**src/rtl/lsu_pkg.sv**
```systemverilog
// Shared encodings, FSM state type and default data-segment geometry for the
// load/store unit.
package lsu_pkg;

  localparam logic [1:0] SZ_BYTE = 2'd0;
  localparam logic [1:0] SZ_HALF = 2'd1;
  localparam logic [1:0] SZ_WORD = 2'd2;

  localparam logic [31:0] DEF_DATA_SEG_BEGIN = 32'h0000_1000;
  localparam logic [31:0] DEF_DATA_SEG_SIZE  = 32'h0010_0000;

  typedef enum logic [1:0] {
    ST_IDLE,
    ST_READ,
    ST_WRITE,
    ST_DONE
  } state_t;

  // Encoding 3 is reserved and behaves as a word access.
  function automatic logic is_word(input logic [1:0] sz);
    return sz[1];
  endfunction

endpackage

```
**src/rtl/lsu_lane_align.sv**
```systemverilog
// Combinational byte-lane steering: extracts/extends a load lane and merges a
// store lane into an existing word (little-endian lanes).
module lsu_lane_align
  import lsu_pkg::*;
(
  input  logic [1:0]  size,
  input  logic [1:0]  lane,
  input  logic        unsigned_ld,
  input  logic [31:0] rd_word,
  input  logic [31:0] wdata,
  output logic [31:0] ld_data,
  output logic [31:0] merged
);

  logic [7:0]  byte_sel;
  logic [15:0] half_sel;

  assign byte_sel = rd_word[{lane, 3'b000} +: 8];
  assign half_sel = lane[1] ? rd_word[31:16] : rd_word[15:0];

  // NOTE: every output gets a default first so no path leaves it unassigned
  // and no latch is inferred.
  always_comb begin
    ld_data = rd_word;
    merged  = wdata;
    case (size)
      SZ_BYTE: begin
        ld_data = {{24{~unsigned_ld & byte_sel[7]}}, byte_sel};
        merged  = rd_word;
        merged[{lane, 3'b000} +: 8] = wdata[7:0];
      end
      SZ_HALF: begin
        ld_data = {{16{~unsigned_ld & half_sel[15]}}, half_sel};
        merged  = rd_word;
        if (lane[1]) merged[31:16] = wdata[15:0];
        else         merged[15:0]  = wdata[15:0];
      end
      default: begin
        ld_data = rd_word;
        merged  = wdata;
      end
    endcase
  end

endmodule

```
**src/rtl/load_store_unit.sv**
```systemverilog
// Load/store sequencer for a word-organised data memory with combinational
// read. Optional macro LSU_MISALIGN_TRAP_EN makes misaligned half/word accesses fault.
module load_store_unit
  import lsu_pkg::*;
#(
  parameter logic [31:0] DATA_SEG_BEGIN = DEF_DATA_SEG_BEGIN,
  parameter logic [31:0] DATA_SEG_SIZE  = DEF_DATA_SEG_SIZE
) (
  input  logic        clk,
  input  logic        rst_n,
  input  logic        req,
  input  logic        we,
  input  logic [1:0]  size,
  input  logic        unsigned_ld,
  input  logic [31:0] addr,
  input  logic [31:0] wdata,
  output logic        busy,
  output logic        done,
  output logic        err,
  output logic [31:0] rdata,
  output logic [31:0] mem_address,
  output logic [31:0] mem_write_data,
  output logic        mem_memwrite,
  output logic        mem_memread,
  input  logic [31:0] mem_read_data
);

  state_t      state, state_next;
  logic        r_we;
  logic [1:0]  r_size;
  logic        r_unsigned;
  logic [1:0]  r_lane;
  logic [31:0] r_wdata;
  logic        r_fault;

  logic [31:0] offset;
  logic [31:0] word_index;
  logic        misalign;
  logic        fault;
  logic        accept;
  logic [31:0] ld_data;
  logic [31:0] merged;

  assign offset     = addr - DATA_SEG_BEGIN;
  assign word_index = offset >> 2;

`ifdef LSU_MISALIGN_TRAP_EN
  assign misalign = ((size == SZ_HALF) && addr[0]) ||
                    (is_word(size) && (addr[1:0] != 2'b00));
`else
  assign misalign = 1'b0;
`endif

  assign fault  = (addr < DATA_SEG_BEGIN) || (word_index >= DATA_SEG_SIZE) || misalign;
  assign accept = (state == ST_IDLE) && req;

  lsu_lane_align u_align (
    .size        (r_size),
    .lane        (r_lane),
    .unsigned_ld (r_unsigned),
    .rd_word     (mem_read_data),
    .wdata       (r_wdata),
    .ld_data     (ld_data),
    .merged      (merged)
  );

  // NOTE: sequential state uses non-blocking assignments so every register
  // samples pre-edge values regardless of block ordering.
  always_ff @(posedge clk or negedge rst_n) begin
    if (!rst_n) state <= ST_IDLE;
    else        state <= state_next;
  end

  // Memory strobes decode straight from the state register, so an async
  // reset kills a write in progress without waiting for an edge.
  always_comb begin
    state_next   = state;
    busy         = 1'b1;
    done         = 1'b0;
    err          = 1'b0;
    mem_memread  = 1'b0;
    mem_memwrite = 1'b0;
    case (state)
      ST_IDLE: begin
        busy = 1'b0;
        if (req) begin
          if (fault)                   state_next = ST_DONE;
          else if (!we || !is_word(size)) state_next = ST_READ;
          else                         state_next = ST_WRITE;
        end
      end
      ST_READ: begin
        mem_memread = 1'b1;
        state_next  = r_we ? ST_WRITE : ST_DONE;
      end
      ST_WRITE: begin
        mem_memwrite = 1'b1;
        state_next   = ST_DONE;
      end
      ST_DONE: begin
        done       = 1'b1;
        err        = r_fault;
        state_next = ST_IDLE;
      end
      default: state_next = ST_IDLE;
    endcase
  end

  // NOTE: all datapath registers are reset; there is no storage array here
  // that would justify leaving any of them uninitialised.
  always_ff @(posedge clk or negedge rst_n) begin
    if (!rst_n) begin
      r_we           <= 1'b0;
      r_size         <= SZ_BYTE;
      r_unsigned     <= 1'b0;
      r_lane         <= 2'b00;
      r_wdata        <= 32'h0;
      r_fault        <= 1'b0;
      rdata          <= 32'h0;
      mem_address    <= 32'h0;
      mem_write_data <= 32'h0;
    end else begin
      if (accept) begin
        r_we       <= we;
        r_size     <= size;
        r_unsigned <= unsigned_ld;
        r_lane     <= addr[1:0];
        r_wdata    <= wdata;
        r_fault    <= fault;
        if (!fault) begin
          mem_address    <= word_index;
          mem_write_data <= wdata;
        end
      end
      if (state == ST_READ) begin
        if (r_we) mem_write_data <= merged;
        else      rdata          <= ld_data;
      end
    end
  end

endmodule

```
**config.mk**
```make
export PLATFORM = sky130hd
export DESIGN_NAME = load_store_unit
export DESIGN_NICKNAME = d
export VERILOG_FILES = /design/src/rtl/lsu_pkg.sv /design/src/rtl/lsu_lane_align.sv /design/src/rtl/load_store_unit.sv
export SDC_FILE = /design/constraint.sdc
export NUM_CORES = 1
export LEC_CHECK = 0
export CORE_MARGIN = 1
export CORE_UTILIZATION = 53
export CTS_BUF_LIST = sky130_fd_sc_hd__clkbuf_16
export CTS_CLUSTER_SIZE = 30
export DETAILED_ROUTE_END_ITERATION = 8
export GPL_TIMING_DRIVEN = 0
export PLACE_DENSITY = 0.87
export SYNTH_ARGS = -nofsm -noshare
export SYNTH_HDL_FRONTEND = slang
export SYNTH_SLANG_ARGS = --single-unit
```
**constraint.sdc**
```tcl
create_clock -name clk -period 6.2 [get_ports clk]
set_input_delay 1.24 -clock clk [delete_from_list [all_inputs] [get_ports clk]]
set_output_delay 1.24 -clock clk [all_outputs]
set_load 0.02 [all_outputs]
```
# == Yosys cells after proc, flatten, opt, wreduce, memory -nomap -nowiden ==
# Index checks and enable logic that the tools add are counted.
# totals
reg_bits,135
latchBits,0
ram_bits,0
rom_bits,0
inputBits,103
n_memories,0
# op_classes
addsub,2
mul,0
div_mod_pow,0
n_lt_le_gt_ge,2
n_eq_ne,5
shifts,3
n_mux,20
n_bitwise,5
reduce_logical,9
# ops
cell,n
32-bit 2-to-1 mux,4
32-bit case mux with 2 select lines,2
16-bit 2-to-1 mux,3
32-bit bitwise mux,1
"32-bit by 13-bit less-than comparator with 1-bit output, second input constant",1
"8-bit by 7-bit variable shift with 32-bit output, first input constant",1
32-bit by 6-bit variable part select with 8-bit output,1
8-bit by 7-bit variable part select with 32-bit output,1
"32-bit by 13-bit subtractor with 32-bit output, second input constant",1
"30-bit by 21-bit greater-or-equal comparator with 1-bit output, second input constant",1
2-bit case mux with 4 select lines,1
5-bit negator with 7-bit output,1
1-bit 2-to-1 mux,6
2-bit 2-to-1 mux,3
"2-bit by 1-bit == test with 1-bit output, second input constant",2
"2-bit == test, second input constant",2
2-bit logical NOT,2
2-bit AND reduction,2
1-bit NOT,3
1-bit bitwise AND,2
1-bit logical NOT,2
1-bit logical OR,2
"2-bit inequality test, second input constant",1
1-bit logical AND,1

# == Depth between registers and ports, before layout ==
# depth
depth_word,7
ltp_mapped,10
mapped_depth_nobuf,8

# == Hierarchy ==
# Synthesis repeated with hierarchy kept, for this count alone.
# hier_totals
hier_cells,769
hier_area_um2,7614.8
# by_module_without_submodules
module,n_inst,cells_each,area_per_inst_um2,seq_area_each_um2
load_store_unit,1,534,6044.5,3378.2
lsu_lane_align,1,235,1570.3,0.0

# == Worst setup path before layout ==
# Ideal clock, no wire load.
# synth_path
path_type,input -> register
startpoint,input addr[12]
endpoint,register mem_address[0]
setup_ns,0.125
t_arrival_ns,3.178
required_ns,6.075
setup_slack_ns,2.897
path_stages,10
path_buffers,2
path_cell_list,inv_1 ha_1 or4b_1 buf_2 nor3_2 a41oi_1 o31ai_4 nand3_2 buf_6 mux2_4
# synth_between
elab_chain_cells,5
elab_cells_between_ends,6
cone_classes,add/sub (1); order compare (2); bitwise (1); reduce/logical (2)
# synth_rtl
element,line,rtl
start: declaration,load_store_unit.sv:15,"input logic [31:0] addr,"
32-bit by 13-bit subtractor with 32-bit output,load_store_unit.sv:44,assign offset = addr - DATA_SEG_BEGIN;
30-bit by 21-bit greater-or-equal comparator with 1-bit output,load_store_unit.sv:54,assign fault = (addr < DATA_SEG_BEGIN) || (word_index >= DATA_SEG_SIZE) || misalign;
1-bit logical OR (*),load_store_unit.sv:54,
1-bit NOT (no line) (*),n/a,
2-bit AND reduction (no line) (*),n/a,
end signal: assignment,load_store_unit.sv:131,mem_address <= word_index;
end: declaration,load_store_unit.sv:21,"output logic [31:0] mem_address,"
# Every way passes the cells marked *; elsewhere a longest branch is shown, timed or not.
# A chain may end at the register's enable or synchronous reset.

# == Worst setup path in the final report ==
# layout_path
startpoint,input addr[12]
endpoint,register mem_address[17]
# layout_between
elab_chain_cells,5
elab_cells_between_ends,6
cone_classes,add/sub (1); order compare (2); bitwise (1); reduce/logical (2)
# layout_rtl
element,line,rtl
32-bit by 13-bit subtractor with 32-bit output,load_store_unit.sv:44,
via offset[12],load_store_unit.sv:36,logic [31:0] offset;
30-bit by 21-bit greater-or-equal comparator with 1-bit output,load_store_unit.sv:54,
1-bit logical OR,load_store_unit.sv:54,
1-bit NOT (no line),n/a,
2-bit AND reduction (no line),n/a,
# The timed path passes the listed nets, and every way through them passes these cells.

==> impl_results.rst <==
.. list-table::
   :header-rows: 1

   * - Metric
     - Value
   * - Routed wire length per instance
     - approximately 24 um
   * - Chain of cells forming the critical path
     - clkdlybuf4s50_1 > inv_1 > ha_1 > or4b_1 > buf_2 > nor3_2 > a41oi_1 > o32ai_2 > nand3_2 > buf_6 > mux2_4
   * - HPWL after detailed placement
     - 20.75 mm
   * - Via density per instance
     - ~6.4
   * - Seq/Total Area, Yosys
     - 45.93%
   * - Post-layout worst setup margin
     - 2144 ps
   * - # diodes
     - 0
   * - CP arrival
     - 4370 ps
   * - Die X
     - 119.8 um
   * - Largest net degree at the start of global routing
     - 75
   * - Number of antenna violations at the first check in global routing
     - 0
   * - Type of element launching the critical path
     - primary input
   * - Number of buffers on the longest clock path
     - 2
   * - Final hold violations
     - 0
   * - Maximum achievable frequency
     - 0.2466 GHz
   * - Worst Path Required
     - approximately 6500 ps
   * - # Max-Cap Violations
     - 0
   * - RSZ-0062 raised after global routing
     - no
   * - Post-route antenna net violation count
     - 0
   * - Master cell of the clock root buffer
     - sky130_fd_sc_hd__clkbuf_16
   * - Fillers
     - roughly 970
   * - Dominant cells by area after synthesis
     - sky130_fd_sc_hd__dfrtp_1 46%, sky130_fd_sc_hd__o21ai_0 6.8%, sky130_fd_sc_hd__mux2_2 5.8%, sky130_fd_sc_hd__nand2_1 4.5%, sky130_fd_sc_hd__a221o_1 4.1%
   * - Storage cell area
     - 0.003378 sq mm
   * - Final setup violating endpoints
     - 0
   * - Post-synth cell types
     - 55
   * - Total number of vias
     - between 7000 and 8000
   * - CTS tree
     - yes
   * - Buffers on Ports
     - 201
   * - Number of rows in the core area
     - 42
   * - Number of hold-repair buffers added at the cts stage
     - 0
   * - Most frequently used cell type in the post-synthesis netlist
     - sky130_fd_sc_hd__dfrtp_1
   * - Ports placed on the boundary
     - 204
   * - Gpl congestion
     - 1.027
   * - Worst min-delay path class
     - flip-flop to flip-flop
   * - Final critical delay including setup and external delays
     - a little over 4000 ps
   * - Synthesized area
     - 0.007355 sq mm
   * - Setup fix buffers added after clock tree synthesis
     - 0
   * - Final Routed Wirelength
     - 27.77 mm
   * - Run status
     - finished, final reports clean
   * - Static Leakage
     - 4.233 nW
   * - Die height
     - 119.8 um
   * - Global-route wire length before repair
     - 41.63 mm
   * - Final Slew Violations
     - 0
   * - Total area of multi-input combinational cells
     - 0.003606 sq mm
   * - Worst slew margin
     - between 10% and 20%
   * - Layout cell share with drive strength beyond 1
     - 11.30%
   * - Number of enable-type register cells in the synthesized netlist
     - 0
   * - Leading area contributor after synthesis
     - sky130_fd_sc_hd__dfrtp_1
   * - Final cell utilization of the core
     - 76.00%
   * - Register bit total from synthesis
     - 135
   * - Yosys warning total
     - 0
   * - Final worst path period share
     - 65.42%
   * - Fraction of registers with async set or reset after synthesis
     - 100.0%
   * - Number of DRC violations after detailed-routing iteration 0
     - 908
   * - Aggregate global-route resource usage
     - about two fifths
   * - Commonest cells in the synthesized netlist
     - 135 x sky130_fd_sc_hd__dfrtp_1, 100 x sky130_fd_sc_hd__o21ai_0, 88 x sky130_fd_sc_hd__nand2_1
   * - Endpoint type of the worst setup path
     - flip-flop
   * - Std-Cell Core Area
     - 0.01340 sq mm
   * - Vias in the first global route
     - approximately 7300
   * - Effective utilization at floorplan
     - around 55%
   * - CP max FO
     - 10
   * - Actual slew at the worst max-slew pin
     - 1244 ps
   * - Post-Place Worst Slack
     - 1761 ps
   * - CTS resizes
     - 0
   * - Largest stage delay on the critical path
     - approximately 600 ps
   * - Top-area cell type share of the netlist area
     - between 40% and 50%
   * - Drc violations
     - 0
   * - DRT Pass-1 Iters
     - 7
   * - Most common flop cell mapped by yosys
     - sky130_fd_sc_hd__dfrtp_1
   * - Number of buffers inserted during clock tree synthesis
     - 17
   * - Max Clock Skew
     - 9.041 ps
   * - Post-layout net count
     - 1101
   * - Total congestion overflow after global routing
     - 0
   * - Clock Latency Late Sink
     - ~440 ps
   * - Cell with the largest stage delay on the worst path
     - sky130_fd_sc_hd__o32ai_2
   * - Full die area
     - roughly 0.014 sq mm
   * - Power Dens Cells
     - 484.4 mW/mm^2
   * - Crit path kind
     - primary input to flip-flop
   * - Clock slew at the register clock pins of the worst setup and hold paths
     - 60 ps
   * - Max VDD drop
     - between 0.0003 and 0.0004 V
   * - Synthesized instance count
     - 764
   * - CTS sink cnt
     - 135
   * - H-tree depth reported by CTS
     - 4
   * - Avg Synthesized Cell Area
     - 9.626 sq um
   * - Growth of design area from synthesis to finish
     - 38.48%
==> stage by stage <==
stage / hold slack, ps / area [sq um] / instances / power (W) / setup TNS, ps
finish: 482.1 / 10180 / 1176 / 0.004934 / 0
global route: 502.5 / 10180 / 1176 / 0.005147 / 0
CTS: 484.1 / 10180 / 1176 / 0.004870 / 0
detailed placement: 473.8 / 9627 / 1144 / 0.003890 / 0
global placement: 461.8 / 9590 / 1142 / 0.003836 / -178200
floorplan: 479.8 / 7358 / 765 / 0.002822 / 0
==> sequential cells by signal, summed over array words and instances, names as in the netlist <==
signal / cells
r_size: 2
r_lane: 2
r_we: 1
r_unsigned: 1
r_wdata: 32
mem_write_data: 32
mem_address: 30
r_fault: 1
state: 2
rdata: 32
==> worst paths after layout <==
path                           start                end  slack (ps)  cells past startpoint
setup / recovery            addr[12]    mem_address[17]        2140                     11
hold / removal             rdata[13]          rdata[13]         480                      2
setup reg to reg           r_lane[1]  mem_write_data[9]        3060                      9
hold reg to reg            rdata[13]          rdata[13]         480                      2
max in group asynchronous      rst_n           rdata[5]        4670                      2
min in group asynchronous      rst_n    mem_address[26]         750                      1
==> per-layer routing <==
metal | track usage (%) | routed length, um | part of all wire (%) | vias up
met5 | 0 | 0 | 0 | -
li1 | - | - | - | 3292
met4 | 16.25 | 949 | 3.4 | 0
met1 | 51.27 | 10800 | 39 | 3701
met2 | 61.85 | 13080 | 47 | 484
met3 | 10.41 | 2942 | 11 | 74
==> power by group <==
part	internal (W)	switching, W	leakage [nW]
sequential	0.00123	0.000319	1.64
combinational	0.00100	0.00141	2.32
clock	0.000528	0.000445	0.272
total	0.00276	0.00217	4.23
==> cells in the final DEF, fill, tap and decap left out, types with 3 or more instances in the layout <==
cell                              synthesis  routed
sky130_fd_sc_hd__nand3_1                  5       5
sky130_fd_sc_hd__inv_1                   28      28
sky130_fd_sc_hd__a222oi_1                 7       7
sky130_fd_sc_hd__a31oi_1                 34      34
sky130_fd_sc_hd__xor2_1                   3       3
sky130_fd_sc_hd__or4_1                    3       3
sky130_fd_sc_hd__nand2_1                 88      88
sky130_fd_sc_hd__mux2_4                  18      18
sky130_fd_sc_hd__clkbuf_1                47      47
sky130_fd_sc_hd__a22o_1                  16      16
sky130_fd_sc_hd__mux2i_1                  4       4
sky130_fd_sc_hd__ha_1                    11      11
sky130_fd_sc_hd__or3_1                    3       3
sky130_fd_sc_hd__buf_6                    2       3
sky130_fd_sc_hd__nand4_1                 33      33
sky130_fd_sc_hd__inv_8                    0       3
sky130_fd_sc_hd__and2_1                  12      12
sky130_fd_sc_hd__a221oi_1                 9       9
sky130_fd_sc_hd__buf_1                    3       3
sky130_fd_sc_hd__nor2_1                  31      31
sky130_fd_sc_hd__mux2_2                  38      38
sky130_fd_sc_hd__buf_4                    2       3
sky130_fd_sc_hd__buf_2                    8       8
sky130_fd_sc_hd__inv_6                    0       8
sky130_fd_sc_hd__clkbuf_16                0      17
sky130_fd_sc_hd__dfrtp_1                135     135
sky130_fd_sc_hd__xnor2_1                  4       4
sky130_fd_sc_hd__a221o_1                 30      30
sky130_fd_sc_hd__o21ai_0                100     100
sky130_fd_sc_hd__clkdlybuf4s50_1          0     200
sky130_fd_sc_hd__a21oi_1                 47      47
sky130_fd_sc_hd__nor3_1                   8       8
==> cell families (layout without fill, tap and decap cells) <==
logic type / after synthesis / in the layout / share of synthesized area [%]
other: 1 / 2 / 0.05099
muxes: 60 / 60 / 10.04
DFF: 135 / 135 / 45.93
buffers and inverters: 91 / 326 / 5.087
and+or+nand+nor: 199 / 199 / 13.13
xor gates and xnor gates: 7 / 7 / 0.8336
adders and majority gates: 11 / 11 / 1.871
AOI/OAI and AO/OA: 260 / 260 / 23.05
==> layout make-up <==
cell class / instances / area share, %
buffer: 62 / 2.604
clock inverter: 15 / 1.302
timing repair buffer: 203 / 20.11
multi-input combinational: 539 / 35.41
clock buffer: 17 / 4.177
tap: 176 / 2.162
inverter: 29 / 1.069
sequential: 135 / 33.17
==> critical path, delay by kind of cell <==
| kind | cells | cell delay, ps |
|---|---|---|
| compound gates | 2 | 670 |
| simple gates | 3 | 890 |
| fa+ha+maj | 1 | 220 |
| mux | 1 | 320 |
| buf+inv | 4 | 1040 |
No activity file was read; power rests on OpenSTA's default activity.
